File: config.mk
export PLATFORM = sky130hd
export DESIGN_NAME = alu_issue_ctrl
export DESIGN_NICKNAME = d
export VERILOG_FILES = /design/src/rtl/alu_issue_ctrl.sv
export SDC_FILE = /design/constraint.sdc
export NUM_CORES = 1
export LEC_CHECK = 0
export CAP_MARGIN = 20
export CORE_ASPECT_RATIO = 0.8
export CORE_MARGIN = 3
export CORE_UTILIZATION = 38
export CTS_CLUSTER_DIAMETER = 50
export DETAILED_ROUTE_END_ITERATION = 7
export GPL_ROUTABILITY_DRIVEN = 0
export HOLD_SLACK_MARGIN = 0.1
export PLACE_DENSITY = 0.65
export SLEW_MARGIN = 25
export SYNTH_ARGS = -nofsm -noshare
export SYNTH_HDL_FRONTEND = slang
export SYNTH_SLANG_ARGS = --single-unit
export TNS_END_PERCENT = 20
File: constraint.sdc
create_clock -name clk -period 3.8 [get_ports clk]
set_input_delay 0.76 -clock clk [delete_from_list [all_inputs] [get_ports clk]]
set_output_delay 0.76 -clock clk [all_outputs]
set_load 0.02 [all_outputs]
File: src/rtl/alu_issue_ctrl.sv
// Issue/writeback scheduler for the lane ALU: one result per cycle reaches the RF write port.
// Latency: issue is combinational; results return 1 / MUL_LAT / FMA_LAT cycles after accept.
// Backpressure: in_ready drops when the op's writeback slot is already claimed, or on flush/reset.
module alu_issue_ctrl #(
    parameter int MICROOP_BIT = 9,
    parameter int TAG_W       = 5,
    parameter int MUL_LAT     = 2,
    parameter int FMA_LAT     = 4,
    parameter int CNT_W       = 3
) (
    input  logic                   clk,
    input  logic                   rst,
    input  logic                   in_valid,
    output logic                   in_ready,
    input  logic [MICROOP_BIT-1:0] in_alu_op,
    input  logic [1:0]             in_class,
    input  logic [TAG_W-1:0]       in_tag,
    input  logic                   flush,
    output logic                   alu_valid,
    output logic [MICROOP_BIT-1:0] alu_op,
    output logic                   wb_valid,
    output logic [TAG_W-1:0]       wb_tag,
    output logic [1:0]             wb_class,
    output logic [CNT_W-1:0]       inflight,
    output logic                   idle
);

    typedef struct packed {
        logic             vld;
        logic [TAG_W-1:0] tag;
        logic [1:0]       cls;
    } slot_t;

    localparam logic [CNT_W-1:0] CNT_ONE = CNT_W'(1);

    // s[1] is the writeback stage; the stage beyond s[FMA_LAT] is implicitly empty
    slot_t s [1:FMA_LAT];

    int    lat;
    logic  slot_busy;
    logic  accept;
    slot_t issue_slot;

    always_comb begin
        lat = 1;
        case (in_class)
            2'b01:   lat = MUL_LAT;
            2'b10:   lat = FMA_LAT;
            default: lat = 1;
        endcase
    end

    // An op landing in s[L] collides with whatever is about to shift down from s[L+1]
    always_comb begin
        slot_busy = 1'b0;
        for (int i = 2; i <= FMA_LAT; i++) begin
            if (i == lat + 1) slot_busy = s[i].vld;
        end
    end

    always_comb begin
        issue_slot.vld = 1'b1;
        issue_slot.tag = in_tag;
        issue_slot.cls = (in_class == 2'b11) ? 2'b00 : in_class;
    end

    assign in_ready  = !rst && !flush && !slot_busy;
    assign accept    = in_valid && in_ready;
    assign alu_valid = accept;
    assign alu_op    = in_alu_op;

    always_ff @(posedge clk) begin
        if (rst || flush) begin
            for (int i = 1; i <= FMA_LAT; i++) s[i] <= '0;
            inflight <= '0;
        end else begin
            for (int i = 1; i < FMA_LAT; i++) s[i] <= s[i+1];
            s[FMA_LAT] <= '0;
            for (int i = 1; i <= FMA_LAT; i++) begin
                if (accept && i == lat) s[i] <= issue_slot;
            end
            if (accept && !s[1].vld)
                inflight <= inflight + CNT_ONE;
            else if (!accept && s[1].vld)
                inflight <= inflight - CNT_ONE;
        end
    end

    assign wb_valid = s[1].vld;
    assign wb_tag   = s[1].tag;
    assign wb_class = s[1].cls;
    assign idle     = (inflight == '0);

endmodule

==> run metrics, run 1 <==
first-pass GRT wire length 4600 um; Crit. End Element primary output; post-DP HPWL 1990 um; min-delay src s[0][32]$_SDFF_PN0_; Compound-Gate Fraction of Synth Area 3.21%; initial antenna violation count 0; Final Instance Area 1820 um2; NumNets Final 192; total power draw 0.740 mW; initial cell density of the core 40.2%; WP data arrival 2.90 ns; H-tree levels 2; maximum fanout along the worst path 5; gr usage total 11.5%; unrepaired setup endpoints after global routing no; largest family of logic cells by synthesized area simple AND/OR/NAND/NOR gates; vias in the first global route 991; vias after detailed routing 993; Slew Limit Fails 0; FF-to-FF setup slack 1.47 ns; Rows 20; Netlist cell types 32; total of flip-flops plus latches after synthesis 35; commonest register cell after synthesis dfxtp_1; Final Setup Violations 0; Post-Syn Area 1560 um2; syn_area_per_cell 10.1 um2; Synth Area in Simple Gates 20.6%; # IOs 43; share of cells above drive strength 1 10.2%; Max clock buf depth 2; DR DRC count 0; Root Driver clkbuf_8; drt wl/cell 11.9 um; Synth Instances 154; Reg-to-Reg Start s[0][23]$_SDFF_PP1_; total die area 4910 um2; clk_lat worst skew 0.28 ns; core area 3880 um2; Synth Area in Adders 5.30%; Worst-Margin Slew 0.341 ns; XOR/XNOR share of the synthesized area 1.12%; critical path class in -> out; die width 77.6 um; Hold Path Depth 2; Slew headroom 77.2%; fin crit share 96.4%; worst hold margin 0.443 ns; fin cells 222; Worst Skew 0.00389 ns; EDFF count, synth 0; setup repair bufs after CTS 0; proportion of synthesized area in mux cells 13.5%; Detailed Route Iter0 Violations 39; Area after DPL 1720 um2; yosys warns 0; CTS Sinks 35; most frequent cells in the layout dfxtp_1 (35), nand2_1 (30), clkdlybuf4s50_1 (23), mux2i_1 (21); VDD IR max 0.000175 V; Fin. Hold Viols 0; reg2reg path depth 10; clock slew at reported path FFs 0.06 ns; syn nets 180; cell total after placement 214; fraction of registers with async set/reset 0%; final WL 2640 um; Routed Antenna Nets 0; CTS tree done; Max Cap Viol 0; Pleak 0.762 nW; Power per Cell Area 406 nW/um2; Num CTS Buffers 5; I/O Buffers 24; Antenna diodes 0; minimum clock period 3.66 ns; startpoint types primary input; Fin Setup TNS 0 ns; CP Data Required Time 3.04 ns; largest net degree at the start of global routing 30; Worst Hold Path EP s[0][24]$_DFF_P_; 1st-pass router iterations 4; sequential fraction of the synthesis area 45.0%; f_max 273 MHz; Worst R2R End inflight[2]$_SDFFE_PP0P_; Layout area overhead 17.0%; most common cell after layout, fill and taps aside dfxtp_1; Via density 4.47; Hold Path Class reg -> reg; die height 63.3 um; total grt overflow 0; outcome finished clean
-- final cells by class --
class | count | area (um2)
clock buffer | 8 | 100
fill | 363 | 2060
inverter | 5 | 18.8
multi-input combinational | 93 | 681
sequential | 35 | 701
tap | 55 | 68.8
timing repair buffer | 26 | 254
-- timing repair --
action / CTS / global route
hold buffers: 0 / 0
endpoints found under the setup margin: 1 / 0
gates resized for setup: 1 / 0
-- worst max-delay path by stage --
stage          slack (ns)  depth (start not counted)                       end        start
2_1_floorplan        0.35                         12  inflight[2]$_SDFFE_PP0P_  in_class[0]
3_3_place_gp         0.12                          8                 alu_valid  in_class[0]
3_5_place_dp       -0.002                          8                 alu_valid  in_class[0]
4_1_cts              0.15                          7                  in_ready  in_class[0]
5_1_grt              0.02                          7                  in_ready  in_class[0]
6_report             0.14                          7                  in_ready  in_class[0]
-- cells by family (layout without fill, tap and decap cells) --
| logic type | after synthesis | after routing |
|---|---|---|
| AND/OR/NAND/NOR | 57 | 57 |
| flip-flops | 35 | 35 |
| AO/OA/AOI/OAI | 7 | 7 |
| buffers and inverters | 26 | 39 |
| adder cells (fa/ha/maj) | 6 | 6 |
| multiplexers | 21 | 21 |
| XOR/XNOR | 2 | 2 |
-- report_power, final --
group	switching, mW	total (mW)	internal [mW]
Combinational	0.0402	0.0760	0.0358
Clock	0.123	0.288	0.165
Sequential	0.00319	0.376	0.373
-- Yosys cell counts (2+ instances only) --
| master | instances | area share, % |
|---|---|---|
| dfxtp_1 | 35 | 45 |
| clkbuf_1 | 2 | 0.48 |
| xor2_1 | 2 | 1.1 |
| nand2_1 | 30 | 7.2 |
| ha_1 | 5 | 4.0 |
| nor2_1 | 5 | 1.2 |
| inv_1 | 5 | 1.2 |
| and2_1 | 7 | 2.8 |
| a21oi_1 | 2 | 0.64 |
| nand3_1 | 3 | 0.96 |
| buf_4 | 16 | 7.7 |
| mux2i_1 | 21 | 13 |
| nand4_4 | 2 | 2.7 |
-- routing by layer --
layer  GRT usage [%]  routed length (um)
met3            3.14                 124
met4            6.00                  53
met2            17.5                1200
met1            14.9                1260
met5               0                   0
-- through the flow --
stage	worst slack [ns]	utilization [%]
floorplan	0.355	-
global placement	0.123	44.5
detailed placement	-0.00175	44.5
CTS	0.146	47.0
global route	0.0152	47.0
finish	0.136	47.0
-- sequential cells by signal (all words and copies together), names as in the netlist --
name	cells
inflight	3
s	32
-- critical path, stage by stage --
cell and delay [ns]:
clkdlybuf4s50_1 0.51, inv_1 0.08, ha_1 0.36, and3b_1 0.22, o21ai_4 0.14, nor2b_2 0.21
clkdlybuf4s50_1 0.63
Note: power is estimated with default switching activity, not from simulation.
==> run 2: changes to the inputs <==
- ABC_AREA: not set -> 0
- TNS_END_PERCENT: 20 -> 1
==> results of run 2 <==
Final layout, timing and power as in run 1 (identical DEF).
==> run 3: changes to the inputs <==
- GPL_TIMING_DRIVEN: not set -> 0
==> run 3 against run 2 <==
Net effect: total power rose by 2.2%; combinational power grew 38%; die area stayed put; flip-flop and latch count is the same; global-route usage grew 1.2 points; count of clock-buffer cells in the layout shrank 3; wire length up 5.4%; design area is 12% higher; utilization is 5.7 points higher; highest routed layer unchanged.
==> run metrics, run 3 (synthesized netlist as in run 1, its figures left out) <==
outcome finished clean; max incr delay on CP 0.51 ns; total die area 4910 um2; Fin Setup TNS 0 ns; post-DP HPWL 2170 um; Largest Register s; Routed met2 length 1250 um; critical path class in -> out; total power draw 0.756 mW; Area after DPL 1950 um2; unrepaired setup endpoints after global routing yes; setup repair bufs after CTS 0; Slew Limit Fails 0; worst-path cell chain clkdlybuf4s50_1 -> inv_1 -> ha_1 -> and3b_1 -> o21ai_4 -> nor2b_4 -> and2_1 -> dlygate4sd2_1; VDD IR max 0.000191 V; Final Core Density 52.7%; total grt overflow 0; NumNets Final 219; drt wl/cell 11.2 um; vias after detailed routing 1063; WL met3 172 um; Max clock buf depth 2; Routed Antenna Nets 0; clk_lat worst skew 0.29 ns; WP data arrival 2.94 ns; f_max 270 MHz; initial antenna violation count 0; Largest register FFs 32; Largest regs s x32, inflight x3; Via density 4.27; CP delay by family, top buffers and inverters; CP Data Required Time 3.04 ns; Pleak 0.896 nW; Slew headroom 71.5%; 1st-pass router iterations 4; top routing layer in use met4; CTS tree done; worst hold margin 0.445 ns; Final Instance Area 2050 um2; Crit. End Element primary output; Fin. Hold Viols 0; # IOs 43; minimum clock period 3.70 ns; initial cell density of the core 40.2%; Worst Path Buf+Inv 3; clock slew at reported path FFs 0.07 ns; DR DRC count 0; Detailed Route Iter0 Violations 38; share of cells above drive strength 1 18.0%; largest net degree at the start of global routing 14; final WL 2780 um; Worst-Margin Slew 0.428 ns; Worst Skew 0.00669 ns; most frequent cells in the layout dfxtp_1 (35), nand2_1 (30), clkdlybuf4s50_1 (30), mux2i_1 (21), buf_4 (16); Hold Path Class reg -> reg; Root Driver clkbuf_8; Final Setup Violations 0; Max Cap Viol 0; core area 3880 um2; CTS hold repair buffers 0; gr usage total 12.7%; die height 63.3 um; vias in the first global route 1110; maximum fanout along the worst path 6; Layout area overhead 31.3%; startpoint types primary input; fin crit share 97.3%; first-pass GRT wire length 4930 um; Antenna diodes 0; CTS Sinks 35; H-tree levels 2; I/O Buffers 32; die width 77.6 um; most common cell after layout, fill and taps aside dfxtp_1; Rows 20; WL met1 1280 um; Num CTS Buffers 5; Power per Cell Area 370 nW/um2; CP max stage cell clkdlybuf4s50_1
-- run 3: changes by cell type in the layout (fill, tap and decap cells not counted), moves of 2 or more --
| cell | change |
|---|---|
| buf_4 | +14 |
| clkdlybuf4s50_1 | +7 |
| clkbuf_8 | -2 |
| clkinvlp_4 | +2 |
-- run 3: worst paths after layout --
kind	start	endpoint	slack, ns	cells after the start
setup / recovery	in_class[0]	alu_valid	0.10	8
hold reg to reg	s[0][18]$_DFF_P_	s[0][10]$_DFF_P_	0.44	2
hold / removal	s[0][18]$_DFF_P_	s[0][10]$_DFF_P_	0.44	2
setup reg to reg	s[0][31]$_SDFF_PP1_	inflight[2]$_SDFFE_PP0P_	1.32	10
-- run 3: layout make-up --
type | count | area [um2]
Buffer | 21 | 158
Clock buffer | 5 | 68.8
Clock inverter | 3 | 23.8
Fill cell | 350 | 1830
Inverter | 5 | 18.8
Multi-Input combinational cell | 93 | 686
Sequential cell | 35 | 701
Tap cell | 55 | 68.8
Timing Repair Buffer | 32 | 322
-- run 3: timing repair --
action | 4_1_cts | 5_1_grt
gates resized for setup | 1 | 2
hold endpoints to repair | 0 | 0
endpoints found under the setup margin | 1 | 3
-- run 3: stage by stage --
| stage | setup WS (ns) | instances |
|---|---|---|
| global placement | -0.123 | 241 |
| global route | -0.00694 | 249 |
| detailed placement | -0.176 | 241 |
| CTS | 0.00693 | 249 |
| finish | 0.101 | 249 |
| floorplan | 0.355 | 154 |
-- run 3: worst reg2reg max path, stage by stage, from the launching register on --
cell     delay (ns)
dfxtp_1        0.31
and2_2         0.19
o21ai_4        0.27
nor2b_4        0.21
and2_1         0.19
ha_1           0.20
inv_1          0.06
fa_1           0.38
xor2_1         0.16
or3_1          0.31
a21oi_1        0.14
-- run 3: power breakdown --
part,internal [mW],leakage [nW],switching (mW)
clock network,0.131,0.0408,0.146
logic,0.0542,0.573,0.0504
registers,0.372,0.283,0.00301
total,0.557,0.896,0.199
-- run 3: per-layer routing --
layer	track usage, %	vias up
met5	0	-
met4	6.67	0
met3	3.14	5
met2	20.4	40
met1	15.7	454
li1	-	564
